## src/rtl/alu_seq.sv

```systemverilog
// rtl/alu_seq.sv - sequential ALU: single-cycle logic/add ops, shift-add multiply, restoring divide
// Divider is present only when ALU_SEQ_DIV_EN is defined; otherwise op 1001 reports err like any illegal op.
module alu_seq #(
   parameter int N = 32
) (
   input  logic         clk,
   input  logic         reset_n,
   input  logic         start,
   input  logic [3:0]   op,
   input  logic [N-1:0] a,
   input  logic [N-1:0] b,
   output logic         ready,
   output logic         valid,
   output logic [N-1:0] y,
   output logic [N-1:0] yhi,
   output logic         cout,
   output logic         zf,
   output logic         err
);

   localparam int CW = $clog2(N + 1);

   typedef enum logic [1:0] {IDLE, BUSY, DONE} state_t;

   state_t        state;
   logic [CW-1:0] cnt;
   logic [N-1:0]  acc_hi, acc_lo, opd;

   logic [N-1:0]  bb, sc_y, res_y;
   logic [N:0]    sum;
   logic          sc_cout;
   logic          is_long, illegal;

   always_comb begin
      bb      = op[2] ? ~b : b;
      sum     = {1'b0, a} + {1'b0, bb} + {{N{1'b0}}, op[2]};
      sc_cout = 1'b0;
      case (op[1:0])
         2'b00:   sc_y = a & bb;
         2'b01:   sc_y = a | bb;
         2'b10:   begin sc_y = sum[N-1:0]; sc_cout = sum[N]; end
         default: begin sc_y = {{(N-1){1'b0}}, sum[N-1]}; sc_cout = sum[N]; end
      endcase
`ifdef ALU_SEQ_DIV_EN
      is_long = (op == 4'b1000) || (op == 4'b1001);
`else
      is_long = (op == 4'b1000);
`endif
      illegal = op[3] & ~is_long;
      res_y   = illegal ? '0 : sc_y;
   end

   // One iteration step: acc_lo holds multiplier / quotient bits, acc_hi partial product / remainder.
   logic [N:0]   mul_sum;
   logic [N-1:0] nxt_hi, nxt_lo;
   logic         div_zero;
`ifdef ALU_SEQ_DIV_EN
   logic         is_div;
   logic [N:0]   div_sh, div_diff;
   logic         div_ge;
`endif

   always_comb begin
      mul_sum  = {1'b0, acc_hi} + (acc_lo[0] ? {1'b0, opd} : {(N+1){1'b0}});
      nxt_hi   = mul_sum[N:1];
      nxt_lo   = {mul_sum[0], acc_lo[N-1:1]};
      div_zero = 1'b0;
`ifdef ALU_SEQ_DIV_EN
      div_sh   = {acc_hi, acc_lo[N-1]};
      div_diff = div_sh - {1'b0, opd};
      div_ge   = (div_sh >= {1'b0, opd});
      if (is_div) begin
         // A zero divisor always "fits", leaving all-ones quotient and remainder == a.
         nxt_hi   = div_ge ? div_diff[N-1:0] : div_sh[N-1:0];
         nxt_lo   = {acc_lo[N-2:0], div_ge};
         div_zero = (opd == '0);
      end
`endif
   end

   always_ff @(posedge clk or negedge reset_n) begin
      if (!reset_n) begin
         state  <= IDLE;
         ready  <= 1'b1;
         valid  <= 1'b0;
         y      <= '0;
         yhi    <= '0;
         cout   <= 1'b0;
         zf     <= 1'b1;
         err    <= 1'b0;
         cnt    <= '0;
         acc_hi <= '0;
         acc_lo <= '0;
         opd    <= '0;
`ifdef ALU_SEQ_DIV_EN
         is_div <= 1'b0;
`endif
      end else begin
         case (state)
            IDLE: if (start) begin
               ready <= 1'b0;
               cnt   <= '0;
               if (is_long) begin
                  state  <= BUSY;
                  acc_hi <= '0;
                  acc_lo <= op[0] ? a : b;
                  opd    <= op[0] ? b : a;
`ifdef ALU_SEQ_DIV_EN
                  is_div <= op[0];
`endif
               end else begin
                  state <= DONE;
                  valid <= 1'b1;
                  y     <= res_y;
                  yhi   <= '0;
                  cout  <= illegal ? 1'b0 : sc_cout;
                  zf    <= (res_y == '0);
                  err   <= illegal;
               end
            end
            BUSY: begin
               acc_hi <= nxt_hi;
               acc_lo <= nxt_lo;
               cnt    <= cnt + 1'b1;
               if (cnt == CW'(N - 1)) begin
                  state <= DONE;
                  valid <= 1'b1;
                  y     <= nxt_lo;
                  yhi   <= nxt_hi;
                  cout  <= 1'b0;
                  zf    <= (nxt_lo == '0);
                  err   <= div_zero;
               end
            end
            default: begin
               state <= IDLE;
               valid <= 1'b0;
               ready <= 1'b1;
            end
         endcase
      end
   end

endmodule

```

## config.mk

```make
export PLATFORM = sky130hd
export DESIGN_NAME = alu_seq
export DESIGN_NICKNAME = d
export VERILOG_FILES = /design/src/rtl/alu_seq.sv
export SDC_FILE = /design/constraint.sdc
export NUM_CORES = 1
export LEC_CHECK = 0
export BUFFER_PORTS_ARGS = -buffer_cell sky130_fd_sc_hd__buf_4
export CAP_MARGIN = 20
export CORE_ASPECT_RATIO = 1.75
export CORE_MARGIN = 3
export CORE_UTILIZATION = 55
export DETAILED_ROUTE_END_ITERATION = 6
export PLACE_DENSITY_LB_ADDON = 0.3
export SLEW_MARGIN = 20
export SYNTH_ARGS = -nofsm -noshare
export SYNTH_HDL_FRONTEND = slang
export SYNTH_SLANG_ARGS = --single-unit
```

## constraint.sdc

```tcl
create_clock -name clk -period 8.7 [get_ports clk]
set_input_delay 1.305 -clock clk [delete_from_list [all_inputs] [get_ports clk]]
set_output_delay 1.305 -clock clk [all_outputs]
set_load 0.05 [all_outputs]
```

; ---- Word level (Yosys, flattened, before mapping)
; Index checks and enable logic that the tools add are counted.
[word_totals]
register_bits = 173
inputBits = 71
output_inout_bits = 69
word_cells = 89
[op_classes]
n_addsub = 4
eq_ne = 9
n_mux = 45
bitwise = 6
n_reduce_logical = 13
[ops]
columns = operator, n
row1 = $mux 32, 15
row2 = $pmux 32 s2, 4
row3 = $pmux 32 s3, 1
row4 = $add 32x32->33, 2
row5 = $logic_not 32->1, 2
row6 = $add 33x1->33, 1
row7 = $and 32x32->32, 1
row8 = $not 32->32, 1
row9 = $or 32x32->32, 1
row10 = $mux 1, 14
row11 = $pmux 6 s2, 1
row12 = $pmux 1 s2, 5
row13 = $reduce_and 3->1, 3
row14 = $ne 2x2->1 const B, 4
row15 = $add 6x1->6 const B, 1
row16 = $eq 6x5->1 const B, 1
row17 = $mux 2, 3
row18 = $mux 6, 1
row19 = $reduce_and 2->1, 3
row20 = $eq 2x1->1 const B, 2
row21 = $eq 4x4->1 const B, 1
row22 = $logic_not 2->1, 2
row23 = $pmux 2 s2, 1
row24 = $reduce_and 4->1, 1
row25 = 5 further kinds, 6

; ---- Depth between registers and ports, before layout
[depth]
word_depth = 10
mapped_depth = 16
mapped_depth_nobuf = 13

; ---- Worst setup path before layout
; OpenSTA, ideal clock, no wires.
[synth_timing]
path_type = input to register
from = input port op[2]
to = register zf
setup_time_ns = 0.091
arrival_ns = 4.560
required_ns = 8.609
slack_ns = 4.049
cell_stages = 14
path_buffers = 2
path_cell_list = buf_2 buf_1 xor2_1 ha_1 a2111oi_4 o221ai_2 a211oi_2 or3b_4 a21oi_2 xor2_1 o22ai_1 a2111oi_2 nand4b_1 o31ai_1
[synth_via]
elab_chain_len = 9
word_cells_on_any_way = 16
cone_classes = add/sub: 2 / eq/ne: 2 / mux: 6 / bitwise: 4 / reduce/logical: 2
[synth_lines]
columns = element, line_no
row1 = from (decl), 9  ; input logic [3:0] op,
row2 = $mux 32, 35  ; bb = op[2] ? ~b : b;
row3 = $add 32x32->33, 36  ; sum = {1'b0, a} + {1'b0, bb} + {{N{1'b0}}, op[2]};
row4 = $add 33x1->33, 36
row5 = $pmux 32 s3, 38  ; case (op[1:0])
row6 = $mux 32, 50  ; res_y = illegal ? '0 : sc_y;
row7 = $logic_not 32->1, 117  ; zf <= (res_y == '0);
row8 = $mux 1, 103  ; if (is_long) begin
row9 = $mux 1, 100  ; IDLE: if (start) begin
row10 = $pmux 1 s2, 99  ; case (state)
row11 = to (signal assigned), 117
row12 = to (signal assigned), 131  ; zf <= (nxt_lo == '0);
row13 = to (decl), 17  ; output logic zf,
; Several ways; a longest one is shown, not always the timed one. The select of a mux whose other input is x is not followed.
; A chain may end at the register's enable or synchronous reset.

; ---- Final worst setup path
[layout_timing]
from = input port op[0]
to = register zf
[layout_via]
elab_chain_len = 8
word_cells_on_any_way = 14
cone_classes = eq/ne: 4 / mux: 5 / bitwise: 2 / reduce/logical: 3
[layout_lines]
columns = element, line_no
row1 = $eq 4x4->1, 47  ; is_long = (op == 4'b1000);
row2 = $not 1->1, 49  ; illegal = op[3] & ~is_long;
row3 = $and 1x1->1, 49
row4 = $mux 32, 50
row5 = $logic_not 32->1, 117
row6 = $mux 1, 103
row7 = $mux 1, 100
row8 = $pmux 1 s2, 99
; Several ways; a longest one is shown, not always the timed one. The select of a mux whose other input is x is not followed.

==> results.sh <==
export IMPL_status="finished, final reports clean"
export IMPL_holdBufCountCts=0
export IMPL_max_slew_margin_rel=0.364
export IMPL_drive_gt1_frac=0.132
export IMPL_htreeDepth=4
export IMPL_core_area_mm2=0.0229
export IMPL_synth_adder_area_share=0.0967
export IMPL_holdWs_ns=0.475
export IMPL_fmax_mhz=208
export IMPL_ys_top_cells_by_area="dfrtp_1, ha_1, nand2_1"
export IMPL_r2r_slack_ns=4.50
export IMPL_crit_chain="buf_4, buf_4, nor3b_2, and4b_1, nor3_1, nand4_1, nor4_1, nand4_1, nor4_1, nand4b_1, o31ai_1"
export IMPL_synthSimpleGateAreaFrac=0.177
export IMPL_avgSynthCellArea_um2=8.34
export IMPL_grt_overflow=0
export IMPL_synthArstFlopShare=1.00
export IMPL_synth_nets=1725
export IMPL_final_hold_violation_count=0
export IMPL_synthCells=1555
export IMPL_routed_wirelength_um=37900
export IMPL_p_sw_w=0.00118
export IMPL_antenna_found_initial=0
export IMPL_critical_path_max_stage_delay_ns=0.84
export IMPL_intPower_w=0.00174
export IMPL_syn_area_mm2=0.0130
export IMPL_cts_tree="done"
export IMPL_grt_max_degree=102
export IMPL_clk_pin_slew_ns=0.07
export IMPL_worst_slew_pin_slew_ns=0.954
export IMPL_grtUsageTotal=0.298
export IMPL_period_minus_slack_ns=4.81
export IMPL_start_util=0.566
export IMPL_r2r_start="acc_lo[0]"
export IMPL_max_cap_violations=0
export IMPL_antenna_cells=0
export IMPL_grt_pass1_vias=11800
export IMPL_die_width_um=122
export IMPL_power_frac_seq=0.373
export IMPL_worst_r2r_cell_count=13
export IMPL_synth_mux_area_frac=0.0592
export IMPL_p_leak_nw=7.34
export IMPL_crit_cells=11
export IMPL_holdCritPathClass="reg2reg"
export IMPL_crit_arrival_ns=5.17
export IMPL_numPortBuffers=139
export IMPL_ant_nets=0
export IMPL_ys_flop_type="dfrtp_1"
export IMPL_die_h_um=209
export IMPL_post_cts_setup_buffers=0
export IMPL_ys_ff_latch=173
export IMPL_final_cell_mix="nand2_1, dfrtp_1, buf_4"
export IMPL_start_kind="input port"
export IMPL_cts_sinks=173
export IMPL_cts_root_buf="clkbuf_16"
export IMPL_rsz0062_at_grt="false"
export IMPL_cts_buffers=17
export IMPL_finalSetupTns_ns=0
export IMPL_firstDrtPassIters=6
export IMPL_sw_frac_of_total=0.404
export IMPL_finClkSkew_ns=0.0115
export IMPL_p_clk_frac=0.252
export IMPL_synth_edf_count=0
export IMPL_crit_family="simple AND/OR/NAND/NOR gates"
export IMPL_synth_compound_area_frac=0.225
export IMPL_vias=11900
export IMPL_post_route_period_util=0.553
export IMPL_yosysTopAreaCell="dfrtp_1"
export IMPL_max_clock_path_buffers=2
export IMPL_dp_hpwl_um=29000
export IMPL_p_comb_frac=0.374
export IMPL_vias_per_cell=6.09
export IMPL_post_cts_resize_count=0
export IMPL_synth_xor_area_frac=0.0554
export IMPL_final_nets=1812
export IMPL_holdPathEnd="yhi[9]"
export IMPL_fp_row_count=73
export IMPL_area_growth_pct=13.2
export IMPL_min_from="yhi[9]"
export IMPL_drtIter0Drc=1000
export IMPL_place_congestion=0.982
export IMPL_peakVddDrop_uv=132
export IMPL_p_per_area_mw_per_mm2=199
export IMPL_whs_path_depth=2
export IMPL_drv_slew=0
export IMPL_crit_fanout=75
export IMPL_synth_distinct_cells=78
export IMPL_drcViolationCount=0
export IMPL_crit_path_end_kind="flop"
export IMPL_grt_pass1_wl_um=60100
export IMPL_ys_warn_count=0
export IMPL_synth_top_family_by_area="compound AO/OA/AOI/OAI gates"
export IMPL_final_common_cell="nand2_1"
export IMPL_crit_slowest_cell="buf_4"
export IMPL_dieArea_mm2=0.0255
export IMPL_nFillCells=2003
export IMPL_critPathRequiredTime_ns=9.06
export IMPL_synth_top_area_share=0.330
export IMPL_pin_count=140
export IMPL_insertion_delay_ns=0.45
export IMPL_cp_buffers_inverters=2
export IMPL_power_w=0.00293
export IMPL_r2r_end="yhi[31]"
export IMPL_avgRoutedWirePerCell_um=19.4
export IMPL_critPathKind="in2reg"
export IMPL_synth_yosys_seq_area_share=0.334
export IMPL_setup_violations=0
[how the worst max path moves through the flow]
stage | from | end | slack (ns)
after CTS | op[0] | zf | 4.03
final | op[0] | zf | 3.89
after floorplan | op[2] | zf | 4.05
after global placement | op[0] | zf | 3.69
after global routing | op[0] | zf | 3.74
after detailed placement | op[0] | zf | 3.58
[sequential cells by signal (all words and copies together) (netlist names), 2 cells and up]
signal,flops
opd,32
state,2
y,32
acc_hi,32
yhi,32
acc_lo,32
cnt,6
[tightest hold or removal path, delay by kind of cell, from the launching register on]
| family | cells | cell delay, ns |
|---|---|---|
| flip-flops | 1 | 0.34 |
| AND/OR/NAND/NOR | 2 | 0.10 |
[cell usage after synthesis, types with 9 or more instances]
library cell and instances:
a211oi_1 21, a21o_1 38, a21oi_1 141, a22oi_1 14
a31oi_1 11, and2_1 37, and3_1 10, buf_1 16
clkbuf_1 51, dfrtp_1 171, ha_1 97, inv_1 75
mux2i_1 70, nand2_1 190, nand2b_1 18, nand3_1 20
nand4_1 19, nor2_1 133, nor2b_1 9, nor3_1 19
nor4_1 9, o211ai_1 10, o21a_1 12, o21ai_0 138
o22ai_1 14, o31ai_1 13, xnor2_1 21, xor2_1 61
[final cells by class]
| class | instances | area, µm² | share of cell area |
|---|---|---|---|
| multi-input cells | 1222 | 7990 | 0.544 |
| flip-flops and latches | 173 | 4330 | 0.295 |
| repair buffers | 151 | 1140 | 0.0775 |
| clock buffers | 17 | 425 | 0.0290 |
| well taps | 300 | 375 | 0.0256 |
| inverters | 77 | 289 | 0.0197 |
| clock inverters | 15 | 136 | 0.00929 |
[cell families (layout without fill, tap and decap cells)]
family,after synthesis,in the layout
XOR/XNOR,82,82
multiplexers,76,76
AO/OA/AOI/OAI,468,468
adder cells (fa/ha/maj),99,99
flip-flops,173,173
buffers and inverters,160,260
AND/OR/NAND/NOR,497,497
[per-layer routing]
metal,global-route usage,share of wire
met3,0.0347,0.046
met4,0.171,0.059
met1,0.364,0.40
met5,0,0
met2,0.503,0.50
[through the flow]
step	cell area, µm²	setup slack [ns]	util	cells
5_1_grt	14700	3.74	0.640	1955
6_report	14700	3.89	0.640	1955
2_1_floorplan	13000	4.05	-	1555
4_1_cts	14700	4.03	0.640	1955
3_5_place_dp	14100	3.58	0.616	1923
3_3_place_gp	14100	3.69	0.616	1923
[power by group through the flow]
stage	clock (W)	sequential, W	combinational, W
5_1_grt	0.000775	0.00111	0.00119
6_report	0.000738	0.00109	0.00110
3_5_place_dp	0	0.00110	0.00109
3_3_place_gp	0	0.00110	0.00106
4_1_cts	0.000744	0.00109	0.00109
2_1_floorplan	0	0.00122	0.000616
(Power assumes the default switching activity.)
